$ cat src/rtl/uart_tx_arbiter_if.sv
// Requester and UART-transmitter signal bundle for uart_tx_arbiter.
// The master side drives requests and the transmitter status; the slave side is the arbiter.
interface uart_tx_arbiter_if #(
    parameter int N_REQ = 4
);
    logic [N_REQ-1:0]   i_ReqValid;
    logic [8*N_REQ-1:0] i_ReqByte;
    logic [N_REQ-1:0]   i_ReqLast;
    logic [N_REQ-1:0]   o_ReqReady;
    logic               o_TxValid;
    logic [7:0]         o_TxByte;
    logic               i_TxDone;
    logic [N_REQ-1:0]   o_Grant;
    logic               o_Busy;
    logic               o_Error;

    modport master (
        output i_ReqValid, i_ReqByte, i_ReqLast, i_TxDone,
        input  o_ReqReady, o_TxValid, o_TxByte, o_Grant, o_Busy, o_Error
    );

    modport slave (
        input  i_ReqValid, i_ReqByte, i_ReqLast, i_TxDone,
        output o_ReqReady, o_TxValid, o_TxByte, o_Grant, o_Busy, o_Error
    );
endinterface

$ cat src/rtl/uart_tx_arbiter.sv
// Round-robin arbiter feeding one UART transmitter from N_REQ byte requesters.
// It locks onto a port for multi-byte packets and abandons a byte if the transmitter never starts.
module uart_tx_arbiter #(
    parameter int N_REQ   = 4,
    parameter int TIMEOUT = 1023
) (
    input  logic            i_SysClock,
    input  logic            i_ResetN,
    uart_tx_arbiter_if.slave bus
);
    localparam int IW = (N_REQ > 1) ? $clog2(N_REQ) : 1;
    localparam logic [15:0] TO_LAST = 16'(TIMEOUT - 1);

    typedef enum logic [1:0] {
        IDLE,
        WAIT_START,
        WAIT_DONE
    } state_t;

    state_t             state_q, state_d;
    logic               tx_valid_q, tx_valid_d;
    logic [7:0]         tx_byte_q, tx_byte_d;
    logic [N_REQ-1:0]   ready_q, ready_d;
    logic [N_REQ-1:0]   grant_q, grant_d;
    logic               error_q, error_d;
    logic               lock_q, lock_d;
    logic [IW-1:0]      lock_idx_q, lock_idx_d;
    logic [IW-1:0]      last_q, last_d;
    logic [15:0]        cnt_q, cnt_d;

    logic               found;
    logic [IW-1:0]      sel;
    logic [IW-1:0]      rr_idx;
    logic [7:0]         sel_byte;
    logic [N_REQ-1:0]   sel_oh;

    // A held lock restricts the candidate set to the locked port only.
    always_comb begin
        found  = 1'b0;
        sel    = '0;
        rr_idx = '0;
        if (lock_q) begin
            found = bus.i_ReqValid[lock_idx_q];
            sel   = lock_idx_q;
        end else begin
            for (int i = 1; i <= N_REQ; i++) begin
                rr_idx = IW'((int'(last_q) + i) % N_REQ);
                if (!found && bus.i_ReqValid[rr_idx]) begin
                    found = 1'b1;
                    sel   = rr_idx;
                end
            end
        end
    end

    assign sel_byte = bus.i_ReqByte[{sel, 3'b000} +: 8];
    assign sel_oh   = N_REQ'(1) << sel;

    always_comb begin
        state_d    = state_q;
        tx_valid_d = tx_valid_q;
        tx_byte_d  = tx_byte_q;
        ready_d    = '0;
        grant_d    = grant_q;
        error_d    = 1'b0;
        lock_d     = lock_q;
        lock_idx_d = lock_idx_q;
        last_d     = last_q;
        cnt_d      = cnt_q;
        unique case (state_q)
            IDLE: begin
                if (found) begin
                    state_d    = WAIT_START;
                    tx_valid_d = 1'b1;
                    tx_byte_d  = sel_byte;
                    ready_d    = sel_oh;
                    grant_d    = sel_oh;
                    last_d     = sel;
                    cnt_d      = '0;
                    lock_d     = !bus.i_ReqLast[sel];
                    lock_idx_d = sel;
                end
            end
            WAIT_START: begin
                if (!bus.i_TxDone) begin
                    tx_valid_d = 1'b0;
                    state_d    = WAIT_DONE;
                end else if (cnt_q == TO_LAST) begin
                    error_d    = 1'b1;
                    tx_valid_d = 1'b0;
                    lock_d     = 1'b0;
                    grant_d    = '0;
                    state_d    = IDLE;
                end else begin
                    cnt_d = cnt_q + 16'd1;
                end
            end
            WAIT_DONE: begin
                if (bus.i_TxDone) begin
                    grant_d = '0;
                    state_d = IDLE;
                end
            end
            default: state_d = IDLE;
        endcase
    end

    always_ff @(posedge i_SysClock or negedge i_ResetN) begin
        if (!i_ResetN) begin
            state_q    <= IDLE;
            tx_valid_q <= 1'b0;
            tx_byte_q  <= 8'h00;
            ready_q    <= '0;
            grant_q    <= '0;
            error_q    <= 1'b0;
            lock_q     <= 1'b0;
            lock_idx_q <= '0;
            last_q     <= IW'(N_REQ - 1);
            cnt_q      <= '0;
        end else begin
            state_q    <= state_d;
            tx_valid_q <= tx_valid_d;
            tx_byte_q  <= tx_byte_d;
            ready_q    <= ready_d;
            grant_q    <= grant_d;
            error_q    <= error_d;
            lock_q     <= lock_d;
            lock_idx_q <= lock_idx_d;
            last_q     <= last_d;
            cnt_q      <= cnt_d;
        end
    end

    assign bus.o_ReqReady = ready_q;
    assign bus.o_TxValid  = tx_valid_q;
    assign bus.o_TxByte   = tx_byte_q;
    assign bus.o_Grant    = grant_q;
    assign bus.o_Busy     = (state_q != IDLE);
    assign bus.o_Error    = error_q;
endmodule

$ cat src/flat_wrapper.sv
// flat-port wrapper written by rule: the top's interface ports become plain ports
module uart_tx_arbiter_flat 
#(
    parameter int N_REQ   = 4,
    parameter int TIMEOUT = 1023
)
  (i_SysClock, i_ResetN, bus_i_ReqValid, bus_i_ReqByte, bus_i_ReqLast, bus_i_TxDone, bus_o_ReqReady, bus_o_TxValid, bus_o_TxByte, bus_o_Grant, bus_o_Busy, bus_o_Error);
  uart_tx_arbiter_if #(.N_REQ(N_REQ)) bus_i ();
  input  logic i_SysClock;
  input  logic i_ResetN;
  input wire logic [$bits(bus_i.i_ReqValid)-1:0] bus_i_ReqValid;
  input wire logic [$bits(bus_i.i_ReqByte)-1:0] bus_i_ReqByte;
  input wire logic [$bits(bus_i.i_ReqLast)-1:0] bus_i_ReqLast;
  input wire logic [$bits(bus_i.i_TxDone)-1:0] bus_i_TxDone;
  output wire logic [$bits(bus_i.o_ReqReady)-1:0] bus_o_ReqReady;
  output wire logic [$bits(bus_i.o_TxValid)-1:0] bus_o_TxValid;
  output wire logic [$bits(bus_i.o_TxByte)-1:0] bus_o_TxByte;
  output wire logic [$bits(bus_i.o_Grant)-1:0] bus_o_Grant;
  output wire logic [$bits(bus_i.o_Busy)-1:0] bus_o_Busy;
  output wire logic [$bits(bus_i.o_Error)-1:0] bus_o_Error;
  assign bus_i.i_ReqValid = bus_i_ReqValid;
  assign bus_i.i_ReqByte = bus_i_ReqByte;
  assign bus_i.i_ReqLast = bus_i_ReqLast;
  assign bus_i.i_TxDone = bus_i_TxDone;
  assign bus_o_ReqReady = bus_i.o_ReqReady;
  assign bus_o_TxValid = bus_i.o_TxValid;
  assign bus_o_TxByte = bus_i.o_TxByte;
  assign bus_o_Grant = bus_i.o_Grant;
  assign bus_o_Busy = bus_i.o_Busy;
  assign bus_o_Error = bus_i.o_Error;
  uart_tx_arbiter #(.N_REQ(N_REQ), .TIMEOUT(TIMEOUT)) u_core (.i_SysClock(i_SysClock), .i_ResetN(i_ResetN), .bus(bus_i));
endmodule
$ cat config.mk
export PLATFORM = sky130hd
export DESIGN_NAME = uart_tx_arbiter_flat
export DESIGN_NICKNAME = d
export VERILOG_FILES = /design/src/rtl/uart_tx_arbiter_if.sv /design/src/rtl/uart_tx_arbiter.sv /design/src/flat_wrapper.sv
export SDC_FILE = /design/constraint.sdc
export NUM_CORES = 1
export LEC_CHECK = 0
export BUFFER_PORTS_ARGS = -buffer_cell sky130_fd_sc_hd__buf_2
export CAP_MARGIN = 20
export CORE_MARGIN = 4
export CORE_UTILIZATION = 55
export CTS_BUF_LIST = sky130_fd_sc_hd__clkbuf_8
export DETAILED_ROUTE_END_ITERATION = 10
export GPL_TIMING_DRIVEN = 0
export PLACE_DENSITY_LB_ADDON = 0.3
export SYNTH_ARGS = -nofsm -noshare
export SYNTH_HDL_FRONTEND = slang
export SYNTH_SLANG_ARGS = --single-unit
$ cat constraint.sdc
create_clock -name i_SysClock -period 6.2 [get_ports i_SysClock]
set_input_delay 0.93 -clock i_SysClock [delete_from_list [all_inputs] [get_ports i_SysClock]]
set_output_delay 0.93 -clock i_SysClock [all_outputs]
set_load 0.02 [all_outputs]
## Word level (Yosys, flattened, before mapping)

Cells that the tools add are included.
Widths: inputs -> output; s select.

- Bits in writable memories: 0
- Input bits: 43
- Bits in latches: 0
- Bits in registers: 41
- ROM bits: 0
- Logic and storage cells: 100
- Memories: 0
- Output and inout port bits: 19

- Multipliers: 0
- Bitwise operators: 0
- Reductions and logical operators: 17
- Mux-type cells: 51
- $lt $le $gt $ge: 6
- Add/sub/neg operators: 5
- Div/mod/pow operators: 0
- Shift-type cells: 2
- Equality and inequality tests: 9

Operators by type and width:

| kind | number |
|---|---|
| $mux 16 | 3 |
| $pmux 16 s2 | 1 |
| $shiftx 32x6->8 | 1 |
| $mux 4 | 6 |
| $mux 1 | 22 |
| $lt 2x3->1 const B | 6 |
| $mux 2 | 9 |
| $add 16x1->16 const B | 1 |
| $eq 16x10->1 const B | 1 |
| $bmux 1 s2 | 6 |
| $pmux 4 s3 | 1 |
| $reduce_and 4->1 | 2 |
| $ne 2x2->1 const B | 3 |
| $pmux 2 s3 | 1 |
| $reduce_and 3->1 | 2 |
| $reduce_and 5->1 | 1 |
| $add 2x1->2 const B | 2 |
| $add 2x2->2 const B | 2 |
| $logic_not 1->1 | 4 |
| $ne 2x1->1 const B | 2 |
| $pmux 1 s2 | 2 |
| $reduce_bool 2->1 | 2 |
| $shl 1x2->4 const A | 1 |
| $logic_and 1x1->1 | 3 |
| 6 further kinds | 6 |

## Logic depth before layout (Yosys ltp)

Gate-level depths: netlist of run 1.

- Word-level depth: 22
- Gate-level depth with buffers: 10
- Gate-level depth less buffers: 8

## Worst setup path after synthesis of run 1

Ideal clock, no wire load.

- Path kind: input-to-reg
- From: input bus_i_ReqValid[3]
- To: register u_core.tx_byte_q[4] (netlist: u_core.bus.o_TxByte[4])
- Data required time: 6.075 ns
- Setup time: 0.125 ns
- Data arrival time: 2.581 ns
- Stages: 7
- Path buffers: 3
- Slack: 3.494 ns
- Cells stage by stage: buf_6 -> mux4_2 -> a211o_2 -> and3_1 -> buf_6 -> buf_6 -> mux2_4

- Word-level cells in the longest chain between the ends: 17
- Elaborated cells on any way between the ends: 31
- Those cells by class: shift (1); mux (23); reduce/logical (7)

Ends and longest elaborated chain:

| item | line | RTL |
|---|---|---|
| start, declared | flat_wrapper.sv:11 | `input wire logic [$bits(bus_i.i_ReqValid)-1:0] bus_i_ReqValid;` |
| $bmux 1 s2 | uart_tx_arbiter.sv:48 | `if (!found && bus.i_ReqValid[rr_idx]) begin` |
| $mux 1 (not written as such) | uart_tx_arbiter.sv:48 |  |
| $mux 1 | uart_tx_arbiter.sv:48 |  |
| $mux 1 | uart_tx_arbiter.sv:42 | `if (lock_q) begin` |
| $logic_not 1->1 | uart_tx_arbiter.sv:48 |  |
| $logic_and 1x1->1 | uart_tx_arbiter.sv:48 |  |
| $mux 1 | uart_tx_arbiter.sv:48 |  |
| $mux 1 | uart_tx_arbiter.sv:42 |  |
| $logic_not 1->1 | uart_tx_arbiter.sv:48 |  |
| $logic_and 1x1->1 | uart_tx_arbiter.sv:48 |  |
| $mux 1 | uart_tx_arbiter.sv:48 |  |
| $mux 1 | uart_tx_arbiter.sv:42 |  |
| $logic_not 1->1 | uart_tx_arbiter.sv:48 |  |
| $logic_and 1x1->1 | uart_tx_arbiter.sv:48 |  |
| $mux 2 or $mux 1 (tied branches) | uart_tx_arbiter.sv:48 |  |
| $mux 2 or $mux 1 (tied branches) | uart_tx_arbiter.sv:42 |  |
| $shiftx 32x6->8 or $reduce_and 2->1 (tied branches) | - |  |
| end signal, assigned | uart_tx_arbiter.sv:123 | `tx_byte_q <= tx_byte_d;` |
| end, declared | uart_tx_arbiter.sv:22 | `logic [7:0] tx_byte_q, tx_byte_d;` |

Several ways; a longest one is shown, not always the timed one. The select of a mux whose other input is x is not followed.
A chain may end at the register's enable or synchronous reset.

## Worst setup path after layout of run 1

- From: input bus_i_ReqValid[2]
- To: register u_core.cnt_q[10]

- Word-level cells in the longest chain between the ends: 18
- Elaborated cells on any way between the ends: 26
- Those cells by class: eq/ne (1); mux (18); reduce/logical (7)

Ends and longest elaborated chain:

| item | line | RTL |
|---|---|---|
| $bmux 1 s2 | uart_tx_arbiter.sv:48 |  |
| $mux 1 (not written as such) | uart_tx_arbiter.sv:48 |  |
| $mux 1 | uart_tx_arbiter.sv:48 |  |
| $mux 1 | uart_tx_arbiter.sv:42 |  |
| $logic_not 1->1 | uart_tx_arbiter.sv:48 |  |
| $logic_and 1x1->1 | uart_tx_arbiter.sv:48 |  |
| $mux 1 | uart_tx_arbiter.sv:48 |  |
| $mux 1 | uart_tx_arbiter.sv:42 |  |
| [... 2 more ...] | - |  |
| $mux 1 | uart_tx_arbiter.sv:48 |  |
| $mux 1 | uart_tx_arbiter.sv:42 |  |
| $logic_not 1->1 | uart_tx_arbiter.sv:48 |  |
| $logic_and 1x1->1 | uart_tx_arbiter.sv:48 |  |
| $mux 1 | uart_tx_arbiter.sv:48 |  |
| $mux 1 * | uart_tx_arbiter.sv:42 |  |
| $ne 2x1->1 (no line) * | - |  |
| $reduce_and 4->1 (no line) * | - |  |
| end signal, assigned | uart_tx_arbiter.sv:130 | `cnt_q <= cnt_d;` |
| end, declared | uart_tx_arbiter.sv:29 | `logic [15:0] cnt_q, cnt_d;` |

Mark *: on every way between the ends. The rest lies on a longest branch, timed or not. The select of a mux whose other input is x is not followed.

==> impl_results.md, run 1 <==
- Status: finished clean
- ANT nets after route: 0
- CP max-delay cell: a2111oi_2
- Final worst path period need: 2600 ps
- Largest area contributor in the netlist: dfrtp_1
- Mapped Cells: 263
- Startpoint Class: primary input
- Most frequent cells in the layout: buf_2, dfrtp_1, mux2i_1
- Yosys top cell area share: 0.368
- Critical path cell sequence: buf_2, mux4_2, a2111oi_2, or4_1, buf_2, o21ai_0, a21oi_1
- Num ports: 62
- Clock power frac: 0.153
- Clock Pin Slew Worst Setup and Hold Paths: around 80 ps
- # Post-CTS Setup Buffers: 0
- PwrDens: 471 mW/mm^2
- Initial antenna violation count: 0
- VDD IR-drop max: 0.000335 V
- Share of layout cells above drive strength 1: 0.332
- Most used DFF post-synth: dfrtp_1
- TritonCTS Buffers: 5
- Diode count: 0
- First-pass DRT Iterations: 4
- Final setup vio count: 0
- Worst slew margin: 0.398
- CTS tree: done
- GRT Overall Usage: 0.201
- Global placer's final weighted congestion: just over 0.8
- Fillcell total: 339
- Kind of critical path: in -> reg
- DP Area: 0.00301 mm^2
- Final hold violation count: 0
- Post-synth EDFFs: 0
- Port Buffers: 60
- Vias in the first global route: 2,193
- Maximum fanout along the worst path: 10
- Sum Neg Setup Slack: 0 ps
- Comb pwr share: 0.576
- Die ar.: around 0.0060 mm^2
- Critical Path RT: 6420 ps
- Leakage: approximately 1.5 nW
- Non-filler cells, final: around 380
- Most frequent CP cell: buf_2
- Grt ovf: 0
- CP top delay family: compound AO/OA/AOI/OAI gates
- Post-synthesis area per instance: slightly above 10 um^2
- Reg2reg end: u_core.bus.o_Grant[0]
- Root Buffer: clkbuf_8
- Hold Crit Start: u_core.bus.o_TxByte[3]
- Synth async-reset ratio: 1.00
- H-tree depth: 2
- Total wire length: around 5700 um
- F_max: a little under 400 MHz
- Yosys Warn Count: 0
- Critical path endpoint category: register
- Final layout net count: 379
- RSZ-0062 raised after global routing: false
- FF/Latch Area: roughly 0.0010 mm^2
- Post-detail-place hpwl: roughly 4300 um
- Measured slew at the worst slew-check pin: 903 ps
- Standard-cell rows: 24
- DIE HEIGHT: 77.4 um
- R2r setup slk: 3600 ps
- Drt drc: 0
- CTS max path bufs: 2
- Critical path's largest stage delay: 630 ps
- Fin util: 0.696
- Yosys reg bits: between 40 and 50
- Area Growth Syn to Fin: 18.3%
- Switching Share: 0.408
- Initial Utilization: 0.588
- Buf+Inv Stages, Crit Path: 2
- Cells after DPL: 375
- Max-Cap Viols: 0
- Pins Over Slew Limit: 0
- Worst hold endpoint: u_core.bus.o_TxByte[3]
- Starting DRT DRC Count: slightly below 200
- Chip Width: 77.4 um
- Final Cell Area: about 0.0031 mm^2
- Average detailed-routed wire length per instance: roughly 15 um
- Clk_skew: 3.73 ps
- Syn_nets: 312
- Internal Power: 874 uW
- Reg2Reg Depth: 8
- Synth area leaders: dfrtp_1, mux2i_1, mux2_2
- WP data arrival: about 2800 ps
- Library cells used by synthesis: 53
- Core area: 0.00450 mm^2
- Post-synthesis sequential area ratio: 0.388
- Via density: 5.92
- Area occupied by multi-input gates: around 0.0014 mm^2
- Pin count of the biggest net entering global routing: 42
- Clock tree sinks: 41
- Post-cts sizing count: 0
- Cell Area, Synth: ~0.0026 mm^2
- Worst hold path class: reg -> reg
- Hold-fix buffers, CTS: 0
- Tcrit/Tclk final: 0.420
- Worst Hold Depth: 1
- Most common cell after layout, fill and taps aside: buf_2
- Net Sw Power: 602 uW
- R2r startpoint: u_core.cnt_q[0]
- Clock latency on the worst-skew pair: 300 ps
- First-pass GRT wire length: 9890 um
- Routed vias: 2,269
- Sequential power share: 0.272
[routing by layer]
metal	wire, um	vias to the layer above	global-route usage	part of all wire
met5	0	-	0	0
li1	-	1103	-	-
met1	2520	1079	0.270	0.44
met4	61	0	0.0534	0.011
met3	425	7	0.0556	0.074
met2	2740	80	0.323	0.48
[kinds of logic (layout without fill, tap and decap cells)]
| kind of cell | after synthesis | in the layout | synth area share |
|---|---|---|---|
| flip-flops | 41 | 41 | 0.388 |
| buffers and inverters | 25 | 93 | 0.0652 |
| AO/OA/AOI/OAI | 56 | 56 | 0.137 |
| multiplexers | 44 | 44 | 0.188 |
| XOR/XNOR | 2 | 2 | 0.00661 |
| AND/OR/NAND/NOR | 89 | 89 | 0.187 |
| adder cells (fa/ha/maj) | 6 | 6 | 0.0283 |
[worst max-delay path by stage]
stage	startpoint	to	slack, ps	depth (start not counted)
6_report	bus_i_ReqValid[2]	u_core.cnt_q[10]	3600	7
5_1_grt	u_core.cnt_q[0]	u_core.bus.o_Grant[0]	3340	8
4_1_cts	u_core.cnt_q[0]	u_core.bus.o_Grant[0]	3610	8
3_5_place_dp	bus_i_ReqValid[2]	u_core.cnt_q[6]	3310	7
3_3_place_gp	bus_i_ReqValid[2]	u_core.cnt_q[6]	3320	7
2_1_floorplan	bus_i_ReqValid[3]	u_core.bus.o_TxByte[4]	3490	7
[synth_stat cells (2+ instances only)]
master / n
nor2_1: 18
ha_1: 6
or4_1: 2
nand4_1: 3
a221oi_1: 2
nand3_1: 10
nand2_1: 14
buf_6: 7
mux4_2: 2
nor2b_1: 3
dfstp_2: 2
nor4b_1: 2
o21ai_0: 19
nor3_1: 4
nand2b_1: 3
dfrtp_1: 39
buf_2: 5
o31ai_1: 3
and3_1: 3
mux2_4: 4
a21oi_1: 14
or3_1: 13
a31oi_1: 3
nor3b_1: 4
clkbuf_8: 2
xnor2_1: 2
mux2_2: 9
inv_1: 10
o21ai_2: 2
mux2i_1: 29
o21a_1: 2
[layout make-up]
type / instances / area share
plain buffers: 15 / 0.0431
clock buffers: 6 / 0.0263
clock inverters: 2 / 0.0120
inverters: 10 / 0.0120
multi-input cells: 197 / 0.462
flip-flops and latches: 41 / 0.328
well taps: 52 / 0.0208
repair buffers: 60 / 0.0958
[state kept, by name (all words and copies together), names as in the netlist, 2 cells and up]
register               count
u_core.bus.o_ReqReady      4
u_core.bus.o_TxByte        8
u_core.state_q             2
u_core.last_q              2
u_core.lock_idx_q          2
u_core.bus.o_Grant         4
u_core.cnt_q              16
[power by group through the flow]
stage | clock (mW) | combinational, mW | sequential [mW]
after floorplan | 0 | 0.606 | 0.456
after global placement | 0 | 0.838 | 0.402
after detailed placement | 0 | 0.848 | 0.406
after CTS | 0.230 | 0.854 | 0.401
after global routing | 0.245 | 0.924 | 0.411
final | 0.225 | 0.849 | 0.401
[through the flow]
| stage | worst slack, ps | hold WS, ps | power, mW |
|---|---|---|---|
| after global routing | 3340 | 523 | 1.58 |
| after CTS | 3610 | 511 | 1.49 |
| after detailed placement | 3310 | 490 | 1.25 |
| final | 3600 | 509 | 1.48 |
| after global placement | 3320 | 487 | 1.24 |
| after floorplan | 3490 | 515 | 1.06 |
(Power assumes the default switching activity.)
==> run 2: changes to the inputs <==
clock period = 2.7 ns   (was 6.2 ns; I/O delays follow)
==> run 2 against run 1 <==
  * Wire length hardly changed
  * Clock skew is 2.6 ps higher
  * Critical endpoint unchanged
  * Largest power group unchanged
  * Combinational power is 130% higher
  * Worst setup slack worse by 3400 ps
==> impl_results.md, run 2 (synthesized netlist as in run 1, its figures left out) <==
- Most frequent cells in the layout: buf_2, dfrtp_1, mux2i_1
- Worst slew margin: 0.404 (+0.00563)
- Total wire length: 5740 um (about the same)
- Status: finished clean
- Area Growth Syn to Fin: 18.6%
- First-pass DRT Iterations: 4 (unchanged)
- Standard-cell rows: 24 (unchanged)
- R2r setup slk: 220 ps (-3380 ps)
- Initial antenna violation count: 0 (unchanged)
- WP data arrival: 2700 ps (-120 ps)
- R2r startpoint: u_core.state_q[1]
- Average detailed-routed wire length per instance: 15.0 um (about the same)
- Clk_skew: 6.32 ps (+2.59 ps)
- GRT Overall Usage: 0.201 (unchanged)
- Pins Over Slew Limit: 0 (unchanged)
- Routed metal-1 wire length: 2510 um (-0.28%)
- Max FFs per register: 16 (unchanged)
- Root Buffer: clkbuf_8
- First-pass GRT wire length: 9890 um (unchanged)
- F_max: between 400 and 500 MHz
- Drt drc: 0 (unchanged)
- Kind of critical path: reg -> reg
- Via density: 5.90 (-0.40%)
- Clock tree sinks: 41 (unchanged)
- Global placer's final weighted congestion: 0.804 (unchanged)
- Clock latency on the worst-skew pair: 300 ps (about the same)
- Most flop-heavy register: u_core.cnt_q
- Vias in the first global route: 2,193 (unchanged)
- ANT nets after route: 0 (unchanged)
- TritonCTS Buffers: 5 (unchanged)
- Port Buffers: 60 (unchanged)
- Initial Utilization: 0.588 (unchanged)
- Reg2Reg Depth: 10 (+2)
- Max-Cap Viols: 0 (unchanged)
- Met3 wire length: 430 um (+1.2%)
- Maximum fanout along the worst path: 10 (unchanged)
- VDD IR-drop max: 0.000769 V (+130%)
- Critical Path RT: 2920 ps (-3500 ps)
- Post-detail-place hpwl: 4290 um (unchanged)
- Fillcell total: 337 (-0.59%)
- Final hold violation count: 0 (unchanged)
- Measured slew at the worst slew-check pin: 895 ps (-8.44 ps)
- Diode count: 0 (unchanged)
- Hold-fix buffers, CTS: 0 (unchanged)
- WHS: 230 ps (-280 ps)
- Core area: 0.00450 mm^2 (unchanged)
- Starting DRT DRC Count: 199 (+2.6%)
- # Post-CTS Setup Buffers: 0 (unchanged)
- Grt ovf: 0 (unchanged)
- Top sig layer: met4
- Die ar.: 0.00599 mm^2 (unchanged)
- PwrDens: 1080 mW/mm^2 (+130%)
- Num ports: 62 (unchanged)
- CTS tree: done
- CTS max path bufs: 2 (unchanged)
- Share of layout cells above drive strength 1: 0.335 (+0.00302)
- Met2 wire length: 2730 um (about the same)
- Startpoint Class: register
- Clock Pin Slew Worst Setup and Hold Paths: 80 ps (about the same)
- Leakage: 1.49 nW (+0.17%)
- Routed vias: 2,260 (-0.40%)
- Most common cell after layout, fill and taps aside: buf_2
- Worst hold path class: in -> async
- Final layout net count: 379 (unchanged)
- DIE HEIGHT: 77.4 um (unchanged)
- Sum Neg Setup Slack: 0 ps (unchanged)
- Reg2reg end: u_core.cnt_q[10]
- Final setup vio count: 0 (unchanged)
- Critical path endpoint category: register
- Final worst path period need: 2480 ps
- Tot Pwr: 3.39 mW (+130%)
- H-tree depth: 2 (unchanged)
- Chip Width: 77.4 um (unchanged)
- Pin count of the biggest net entering global routing: 42 (unchanged)
- Tcrit/Tclk final: 0.920
- RSZ-0062 raised after global routing: false
## run 2: layer usage
layer | vias to the layer above | global-route usage
met5 | - | 0
met4 | 0 | 0.0534
met3 | 6 | 0.0556
met2 | 91 | 0.323
met1 | 1061 | 0.270
li1 | 1102 | -
## run 2: how the worst max path moves through the flow
| stage | from | endpoint | slack (ps) | depth (start not counted) |
|---|---|---|---|---|
| floorplan | u_core.state_q[0] | u_core.cnt_q[13] | 450 | 8 |
| global placement | u_core.cnt_q[0] | u_core.bus.o_Grant[0] | 210 | 8 |
| detailed placement | u_core.cnt_q[0] | u_core.bus.o_Grant[2] | 140 | 8 |
| CTS | u_core.cnt_q[0] | u_core.bus.o_Grant[0] | 110 | 8 |
| global route | u_core.cnt_q[0] | u_core.bus.o_Grant[0] | 90 | 8 |
| finish | u_core.state_q[1] | u_core.cnt_q[10] | 220 | 10 |
## run 2: repair_timing
action                     in CTS  in global routing
resized for setup               0                  1
hold endpoints to repair        0                  0
setup endpoints to repair       0                  4
## run 2: area by class of cell
type	instances	area, um^2	area share
Timing Repair Buffer	60	300	0.0956
Clock buffer	6	82.6	0.0263
Sequential cell	41	1030	0.327
Inverter	10	37.5	0.0120
Buffer	15	135	0.0430
Clock inverter	2	37.5	0.0120
Multi-Input combinational cell	197	1450	0.463
Tap cell	52	65.1	0.0207
## run 2: worst max-delay path, cell delays in order (launching register included)
cell	delay (ps)
dfrtp_1	390
inv_1	90
ha_1	200
buf_2	180
nand2b_1	180
nand2_1	120
o31ai_1	110
or4_1	460
buf_2	180
or3_1	320
a21oi_1	170
## run 2: power breakdown
group / switching [mW] / internal, mW
Clock: 0.216 / 0.301
Combinational: 1.05 / 0.898
Sequential: 0.112 / 0.809
## run 2: stage by stage
step	setup WS, ps	std cells	util	area, um^2
2_1_floorplan	449	263	-	2650
3_3_place_gp	212	375	0.669	3010
3_5_place_dp	141	375	0.669	3010
4_1_cts	105	383	0.696	3130
5_1_grt	87.3	383	0.697	3140
6_report	216	383	0.697	3140
==> run 3: changes to the inputs <==
CAP_MARGIN = 40   (was 20)
CORE_UTILIZATION = 54   (was 55)
CTS_BUF_LIST = unset   (was sky130_fd_sc_hd__clkbuf_8)
==> run 3 against run 2 <==
  * Via count is 0.18% lower
  * Combinational power hardly changed
  * Largest cell class unchanged
  * Total power increased by 0.42%
  * Die area increased by 1.7%
  * Clock-buffer cell count increased by 1
  * Clock power about the same
  * Global-route usage grew 1.2 points
==> impl_results.md, run 3 (synthesized netlist as in run 1, its figures left out) <==
- Status: finished clean
- Max-Cap Viols: 0 (unchanged)
- Measured slew at the worst slew-check pin: 563 ps (-332 ps)
- First-pass DRT Iterations: 4 (unchanged)
- Critical Path Sink: u_core.cnt_q[6]
- Starting DRT DRC Count: 114 (-43%)
- Critical Path RT: 2920 ps (about the same)
- R2r setup slk: 240 ps (+30 ps)
- Clock Pin Slew Worst Setup and Hold Paths: 80 ps (about the same)
- Reg2Reg Depth: 10 (unchanged)
- R2r startpoint: u_core.state_q[1]
- DIE HEIGHT: 78.0 um (+0.83%)
- CP max-delay cell: or4_1
- Kind of critical path: reg -> reg
- Max FFs per register: 16 (unchanged)
- Standard-cell rows: 25 (+4.2%)
- Via density: 5.65 (-4.2%)
- Root Buffer: clkbuf_8
- Clock tree sinks: 41 (unchanged)
- RSZ-0062 raised after global routing: false
- Most frequent CP cell: buf_2
- Final Cell Area: 0.00317 mm^2 (+1.0%)
- Pin count of the biggest net entering global routing: 26 (-38%)
- Maximum fanout along the worst path: 10 (unchanged)
- Critical path cell sequence: inv_1, ha_1, buf_2, nand2b_1, nand2_1, o31ai_1, or4_1, buf_2, or3_1, a21oi_1
- H-tree depth: 2 (unchanged)
- Hold-fix buffers, CTS: 0 (unchanged)
- Final setup vio count: 0 (unchanged)
- Vias in the first global route: 2,190 (-0.14%)
- F_max: 407 MHz (+1.1%)
- PwrDens: 1070 mW/mm^2 (-0.57%)
- Clk_skew: 5.02 ps (-1.29 ps)
- Tcrit/Tclk final: 0.910 (-0.0105)
- Diode count: 0 (unchanged)
- CTS tree: done
- Most common cell after layout, fill and taps aside: buf_2
- WHS: 31.6 ps (-198 ps)
- FF/Latch Area: 0.00103 mm^2 (unchanged)
- Average detailed-routed wire length per instance: 15.2 um (+1.3%)
- Tot Pwr: 3.40 mW (+0.42%)
- Sum Neg Setup Slack: 0 ps (unchanged)
- Global placer's final weighted congestion: 0.863 (+7.2%)
- Core area: 0.00472 mm^2 (+4.9%)
- Most frequent cells in the layout: buf_2, dfrtp_1, mux2i_1
- VDD IR-drop max: 0.000732 V (-4.9%)
- Num ports: 62 (unchanged)
- Critical path's largest stage delay: 470 ps (about the same)
- Pins Over Slew Limit: 0 (unchanged)
- WP data arrival: 2680 ps (-20 ps)
- Clock latency on the worst-skew pair: 300 ps (about the same)
- # Post-CTS Setup Buffers: 0 (unchanged)
- Drt drc: 0 (unchanged)
- Grt ovf: 0 (unchanged)
- Most flop-heavy register: u_core.cnt_q
- Initial antenna violation count: 0 (unchanged)
- Reg2reg end: u_core.cnt_q[6]
- CTS max path bufs: 2 (unchanged)
- Worst slew margin: 0.624 (+0.220)
- Share of layout cells above drive strength 1: 0.334 (-0.00101)
- Total wire length: 6060 um (+5.5%)
- Routed vias: 2,256 (-0.18%)
- Final worst path period need: 2460 ps (-28.2 ps)
- Critical path origin: u_core.state_q[1]
- Post-detail-place hpwl: 4570 um (+6.5%)
- Leakage: 1.50 nW (+0.53%)
- Post-cts sizing count: 0 (unchanged)
- GRT Overall Usage: 0.213 (+0.0116)
- Area Growth Syn to Fin: 19.7%
- Final layout net count: 380 (+0.26%)
- Die ar.: 0.00609 mm^2 (+1.7%)
- ANT nets after route: 0 (unchanged)
- Final hold violation count: 0 (unchanged)
- Critical path endpoint category: register
- Fillcell total: 403 (+20%)
- Area occupied by multi-input gates: 0.00145 mm^2 (-0.26%)
- Chip Width: 78.0 um (+0.83%)
- TritonCTS Buffers: 5 (unchanged)
- Initial Utilization: 0.561 (-0.0273)
- DP Area: 0.00305 mm^2 (+1.3%)
- Port Buffers: 60 (unchanged)
- First-pass GRT wire length: 10,300 um (+4.1%)
- Startpoint Class: register
- Worst hold path class: in -> async
[run 3: area by class of cell]
class                   count  share of cell area
plain buffers              15              0.0426
flip-flops and latches     41               0.324
inverters                  10              0.0118
repair buffers             61               0.101
clock buffers               7              0.0272
clock inverters             1             0.00947
well taps                  67              0.0264
multi-input cells         197               0.457
[run 3: per-stage QoR]
| step | util | instances | worst slack (ps) |
|---|---|---|---|
| floorplan | - | 263 | 449 |
| global placement | 0.642 | 390 | 224 |
| detailed placement | 0.646 | 391 | 210 |
| CTS | 0.671 | 399 | 193 |
| global route | 0.672 | 399 | 5.10 |
| finish | 0.672 | 399 | 244 |
[run 3: worst max-delay path, delay by kind of cell (launching register included)]
kind                       cells  cell delay (ps)
DFF                            1              390
and+or+nand+nor                4             1100
adders and majority gates      1              190
AOI/OAI and AO/OA              2              260
buffers and inverters          3              450
[run 3: worst min path at each step]
stage                             endpoint
finish                     u_core.cnt_q[4]
CTS                        u_core.cnt_q[4]
floorplan               u_core.bus.o_Error
detailed placement         u_core.cnt_q[4]
global route               u_core.cnt_q[4]
global placement    u_core.bus.o_TxByte[2]
[run 3: routing by layer]
layer / wire (um) / track usage
met5: 0 / 0
met1: 2720 / 0.272
met3: 292 / 0.0528
met2: 2970 / 0.359
met4: 76 / 0.0612
[run 3: report_power, final]
part | total (mW) | internal, mW | switching (mW) | leakage (nW)
Combinational | 1.97 | 0.901 | 1.07 | 0.912
Sequential | 0.916 | 0.809 | 0.107 | 0.530
Clock | 0.517 | 0.302 | 0.215 | 0.0585
Total | 3.40 | 2.01 | 1.39 | 1.50
